[src/rtl/button_event_fsm_if.sv]
// Event bundle between the button event FSM and its consumers.
//
// Handshake: every strobe (press/release/long/repeat) is valid for exactly one
// clock cycle and has no ready; consumers must sample it on that cycle.
// held and press_count are level signals that are valid on every cycle.
// btn_level is driven by the debouncer and is already synchronous to clk.
interface button_event_fsm_if #(
  parameter int unsigned CNT_W = 8
);
  logic             btn_level;
  logic             press_pulse;
  logic             release_pulse;
  logic             long_pulse;
  logic             repeat_pulse;
  logic             held;
  logic [CNT_W-1:0] press_count;
  logic [1:0]       state_dbg;

  // Event producer: the FSM itself.
  modport master (
    input  btn_level,
    output press_pulse,
    output release_pulse,
    output long_pulse,
    output repeat_pulse,
    output held,
    output press_count,
    output state_dbg
  );

  // Event consumer side, which also supplies the debounced level.
  modport slave (
    output btn_level,
    input  press_pulse,
    input  release_pulse,
    input  long_pulse,
    input  repeat_pulse,
    input  held,
    input  press_count,
    input  state_dbg
  );
endinterface

[src/rtl/button_event_fsm.sv]
// Turns the debounced button level into single-cycle press, release,
// long-press and auto-repeat strobes, plus a wrapping press counter.
// All outputs are registered; the current FSM state is exported on
// bus.state_dbg for observation.
module button_event_fsm #(
  parameter int unsigned LONG_CYCLES   = 50_000_000,
  parameter int unsigned REPEAT_CYCLES = 10_000_000,
  parameter int unsigned CNT_W         = 8
) (
  input  logic                   clk,
  input  logic                   rst_n,
  button_event_fsm_if.master     bus
);

  typedef enum logic [1:0] {
    IDLE    = 2'd0,
    PRESSED = 2'd1,
    LONG    = 2'd2
  } state_t;

  // Terminal counts: the timer starts at 0 on entry, so the event fires on
  // the edge where the timer reads N-1, i.e. exactly N clocks after entry.
  localparam logic [31:0] LONG_TERM   = 32'(LONG_CYCLES - 1);
  localparam logic [31:0] REPEAT_TERM = 32'(REPEAT_CYCLES - 1);
  localparam logic [31:0] TIMER_MAX   = 32'hFFFF_FFFF;

  state_t           state_q, state_d;
  logic [31:0]      timer_q, timer_d;
  logic             btn_q;
  logic             press_q, press_d;
  logic             release_q, release_d;
  logic             long_q, long_d;
  logic             repeat_q, repeat_d;
  logic             held_q, held_d;
  logic [CNT_W-1:0] count_q, count_d;

  logic             rise;
  logic             fall;
  logic [31:0]      timer_inc;

  assign rise = bus.btn_level & ~btn_q;
  assign fall = ~bus.btn_level & btn_q;

  // Timer saturates instead of wrapping; in practice the terminal counts
  // clear it long before the ceiling is reached.
  assign timer_inc = (timer_q == TIMER_MAX) ? timer_q : (timer_q + 32'd1);

  // State, timer, edge detector and registered outputs.
  always_ff @(posedge clk) begin
    if (!rst_n) begin
      state_q   <= IDLE;
      timer_q   <= 32'd0;
      btn_q     <= 1'b0;
      press_q   <= 1'b0;
      release_q <= 1'b0;
      long_q    <= 1'b0;
      repeat_q  <= 1'b0;
      held_q    <= 1'b0;
      count_q   <= '0;
    end else begin
      state_q   <= state_d;
      timer_q   <= timer_d;
      btn_q     <= bus.btn_level;
      press_q   <= press_d;
      release_q <= release_d;
      long_q    <= long_d;
      repeat_q  <= repeat_d;
      held_q    <= held_d;
      count_q   <= count_d;
    end
  end

  // Next-state and next-output decode; release takes priority over the
  // long/repeat terminal count when both happen on the same edge.
  always_comb begin
    state_d   = state_q;
    timer_d   = timer_q;
    press_d   = 1'b0;
    release_d = 1'b0;
    long_d    = 1'b0;
    repeat_d  = 1'b0;
    count_d   = count_q;

    case (state_q)
      IDLE: begin
        timer_d = 32'd0;
        if (rise) begin
          state_d = PRESSED;
          press_d = 1'b1;
          count_d = count_q + CNT_W'(1);
        end
      end

      PRESSED: begin
        if (fall) begin
          state_d   = IDLE;
          release_d = 1'b1;
          timer_d   = 32'd0;
        end else if (timer_q == LONG_TERM) begin
          state_d = LONG;
          long_d  = 1'b1;
          timer_d = 32'd0;
        end else begin
          timer_d = timer_inc;
        end
      end

      LONG: begin
        if (fall) begin
          state_d   = IDLE;
          release_d = 1'b1;
          timer_d   = 32'd0;
        end else if (timer_q == REPEAT_TERM) begin
          repeat_d = 1'b1;
          timer_d  = 32'd0;
        end else begin
          timer_d = timer_inc;
        end
      end

      default: begin
        state_d = IDLE;
        timer_d = 32'd0;
      end
    endcase

    held_d = (state_d != IDLE);
  end

  assign bus.press_pulse   = press_q;
  assign bus.release_pulse = release_q;
  assign bus.long_pulse    = long_q;
  assign bus.repeat_pulse  = repeat_q;
  assign bus.held          = held_q;
  assign bus.press_count   = count_q;
  assign bus.state_dbg     = state_q;

endmodule
[src/flat_wrapper.sv]
// flat-port wrapper written by rule: the top's interface ports become plain ports
module button_event_fsm_flat 
#(
  parameter int unsigned LONG_CYCLES   = 50_000_000,
  parameter int unsigned REPEAT_CYCLES = 10_000_000,
  parameter int unsigned CNT_W         = 8
)
  (clk, rst_n, bus_btn_level, bus_press_pulse, bus_release_pulse, bus_long_pulse, bus_repeat_pulse, bus_held, bus_press_count, bus_state_dbg);
  button_event_fsm_if #(.CNT_W(CNT_W)) bus_i ();
  input  logic clk;
  input  logic rst_n;
  input wire logic [$bits(bus_i.btn_level)-1:0] bus_btn_level;
  output wire logic [$bits(bus_i.press_pulse)-1:0] bus_press_pulse;
  output wire logic [$bits(bus_i.release_pulse)-1:0] bus_release_pulse;
  output wire logic [$bits(bus_i.long_pulse)-1:0] bus_long_pulse;
  output wire logic [$bits(bus_i.repeat_pulse)-1:0] bus_repeat_pulse;
  output wire logic [$bits(bus_i.held)-1:0] bus_held;
  output wire logic [$bits(bus_i.press_count)-1:0] bus_press_count;
  output wire logic [$bits(bus_i.state_dbg)-1:0] bus_state_dbg;
  assign bus_i.btn_level = bus_btn_level;
  assign bus_press_pulse = bus_i.press_pulse;
  assign bus_release_pulse = bus_i.release_pulse;
  assign bus_long_pulse = bus_i.long_pulse;
  assign bus_repeat_pulse = bus_i.repeat_pulse;
  assign bus_held = bus_i.held;
  assign bus_press_count = bus_i.press_count;
  assign bus_state_dbg = bus_i.state_dbg;
  button_event_fsm #(.LONG_CYCLES(LONG_CYCLES), .REPEAT_CYCLES(REPEAT_CYCLES), .CNT_W(CNT_W)) u_core (.clk(clk), .rst_n(rst_n), .bus(bus_i));
endmodule
[config.mk]
export PLATFORM = sky130hd
export DESIGN_NAME = button_event_fsm_flat
export DESIGN_NICKNAME = d
export VERILOG_FILES = /design/src/rtl/button_event_fsm_if.sv /design/src/rtl/button_event_fsm.sv /design/src/flat_wrapper.sv
export SDC_FILE = /design/constraint.sdc
export NUM_CORES = 1
export LEC_CHECK = 0
export ABC_AREA = 1
export BUFFER_PORTS_ARGS = -buffer_cell sky130_fd_sc_hd__buf_2
export CAP_MARGIN = 20
export CORE_ASPECT_RATIO = 1.4
export CORE_MARGIN = 4
export CORE_UTILIZATION = 65
export DETAILED_ROUTE_END_ITERATION = 7
export PLACE_DENSITY_LB_ADDON = 0.1
export REMOVE_ABC_BUFFERS = 1
export SLEW_MARGIN = 20
export SYNTH_ARGS = -nofsm -noshare
export SYNTH_HDL_FRONTEND = slang
export SYNTH_SLANG_ARGS = --single-unit
export TNS_END_PERCENT = 50
[constraint.sdc]
create_clock -name clk -period 2.6 [get_ports clk]
set_input_delay 0.52 -clock clk [delete_from_list [all_inputs] [get_ports clk]]
set_output_delay 0.52 -clock clk [all_outputs]
set_load 0.005 [all_outputs]
==> key figures <==
Run status
  – Outcome: complete, no violations

Power
  – Leakage: roughly 0.0012 uW
  – PD cells: about 420 mW/mm^2
  – Total chip power: around 1300 uW
  – Max rail drop VDD: 0.388 mV

Timing
  – Pins Over Slew Limit: 0
  – RSZ-0062 raised after global routing: false
  – Rel. slew slack: between 60 and 70%
  – Worst Slack Setup Final: approximately 0.59 ns
  – Final hold slack: 0.422 ns
  – Fmax: just under 0.5 GHz
  – Count of final setup violators: 0
  – Worst-Margin Slew: 0.507 ns
  – Final setup TNS: 0 ns
  – Final Hold Fails: 0
  – Tmin final: between 2 and 2.5 ns
  – Final period util: between 70 and 80%
  – Clk_skew: 0.00380 ns

Synthesis
  – Seq cells post-synth: 48
  – Post-synthesis cell type count: 31
  – Mapped Area: around 0.0029 sq mm
  – Post-Syn Instances: about 450
  – Area share of the largest cell type after synthesis: about a third
  – Avg Cell Area, Syn: between 6 and 7 sq um
  – Synth area leader: dfxtp_1
  – Synth warn: 0
  – Sequential-to-total area share from yosys stat: roughly a third
  – Largest cells by area after synthesis: dfxtp_1 (33%), nand2_1 (15%), nor2_1 (12%)

Setup path
  – CP required: roughly 2.9 ns
  – Crit path capture type: flop
  – Critical path class: flop to flop
  – Worst Path Max Fanout: 12
  – CP arrival: roughly 2.3 ns
  – Startpoint types: flop

Clock tree
  – CTS Buffer Depth: 2
  – Clk sinks: 48
  – H-tree Lvls: 2
  – Post-CTS Resized: 0
  – Clk pin slew, worst setup/hold paths: 0.09 ns
  – TritonCTS Buffers: 5
  – CTS tree: built
  – Hold-fix buffers at CTS: 0
  – Post-CTS setup repair buffer count: 0
  – Worst skew pair latency: around 0.31 ns
  – Clock Tree Root: clkbuf_8

Placed design
  – Place WS: 0.616 ns
  – Gpl congestion: around 0.96
  – Port Buffers: 17
  – DP Wirelength: roughly 5.7 mm

Drt
  – Wire per inst: 13.7 um
  – Total Routed Length: approximately 7.3 mm
  – Vias per cell: between 5 and 6
  – DRC: 0
  – Drt first pass iters: 4
  – Vias: 2847
  – Antenna viol nets, final: 0
  – Iter 0 DRT Violations: 235

Die
  – Initial core utilization: between 60% and 70%
  – Die Ht: 86.7 um
  – Core ar.: 0.00424 sq mm
  – Die Footprint: around 0.0056 sq mm
  – # IOs: 18
  – Rows: 28
  – Die X: about 64 um

Layout
  – Most common cell after layout, fill and taps aside: nand2_1
  – NumNets Final: 480
  – Most frequent cells in the layout: nand2_1 (113), nor2_1 (92), inv_1 (61)
  – Layout cell share with drive strength beyond 1: a little under an eighth
  – Final Util: 72.5%
  – Area grow syn2layout: 6.83%
  – # diodes: 0

Global routing
  – Grt ovf: 0
  – Largest net degree at the start of global routing: 27
  – Vias in the first global route: ~2800
  – Global-route wire length before repair: ~12 mm
  – Tot GR Track Use: 28.7%
  – Initial antenna violation count: 0

Run
  – Max_cap viols: 0

Min path
  – Min-delay worst type: primary input to flop
==> worst paths after layout <==
path | from | endpoint | slack, ns | cells after the start
max | u_core.timer_q[0] | u_core.timer_q[1] | 0.59 | 9
min | bus_btn_level | u_core.btn_q | 0.42 | 3
max reg2reg | u_core.timer_q[0] | u_core.timer_q[1] | 0.59 | 9
min reg2reg | u_core.bus.press_count[6] | u_core.bus.press_count[6] | 0.49 | 2
==> kinds of logic (layout without fill, tap and decap cells) <==
family,Yosys count,in the layout,synth area share (%)
XOR/XNOR,14,14,4.26
AND/OR/NAND/NOR,285,285,44.0
buffers and inverters,66,87,9.97
flip-flops,48,48,33.4
adder cells (fa/ha/maj),6,6,2.61
AO/OA/AOI/OAI,32,32,5.74
==> critical path: stages, from the launching register on <==
cell and delay, ns:
dfxtp_1 0.37, ha_1 0.24, inv_1 0.10, nor2_2 0.17, nand2_2 0.12, nor2_4 0.17
nand2_2 0.17, inv_1 0.36, o21ai_0 0.15, nor2_1 0.10
==> where the power goes <==
group | switching (uW) | internal [uW]
sequential | 6.94 | 743
combinational | 43.4 | 22.0
clock | 274 | 191
==> flip-flops by register name (all words and copies together) (netlist names) <==
name / flops
u_core.btn_q: 1
u_core.timer_q: 32
u_core.bus.repeat_pulse: 1
u_core.bus.press_pulse: 1
u_core.bus.press_count: 8
u_core.bus.state_dbg: 2
u_core.bus.release_pulse: 1
u_core.bus.held: 1
u_core.bus.long_pulse: 1
==> per-layer routing <==
layer / up-vias / share of wire [%] / global-route usage [%]
met3: 32 / 5.3 / 3.76
met4: 0 / 5.3 / 20.2
li1: 1432 / - / -
met2: 89 / 51 / 52.8
met5: - / 0 / 0
met1: 1294 / 38 / 29.6
==> metrics by stage <==
step,instances,area (sq um)
final,532,3070
after global routing,532,3070
after CTS,532,3070
after detailed placement,524,2980
after global placement,524,2980
after floorplan,447,2820
==> cell usage after synthesis <==
library cell,number
a21oi_1,15
and2_1,1
buf_12,1
buf_6,3
dfxtp_1,48
ha_1,6
inv_1,61
inv_2,1
nand2_1,113
nand2_2,4
nand2_4,1
nand2_8,1
nand3_1,28
nand3_2,2
nand3b_2,1
nand4_1,3
nor2_1,92
nor2_2,16
nor2_4,2
nor2b_1,1
nor3_1,15
nor3_2,2
nor4_1,1
o21a_1,1
o21ai_0,14
o21ai_1,1
o21bai_1,1
or2_1,1
or2_2,1
xnor2_1,2
xor2_1,12
==> final cells by class <==
| type | instances | area [sq um] |
|---|---|---|
| clock buffer | 5 | 68.8 |
| multi-input combinational | 337 | 1630 |
| timing repair buffer | 17 | 85.1 |
| tap | 60 | 75.1 |
| clock inverter | 3 | 21.3 |
| sequential | 48 | 961 |
| inverter | 62 | 233 |
| fill | 399 | 1170 |
(Power assumes the default switching activity.)
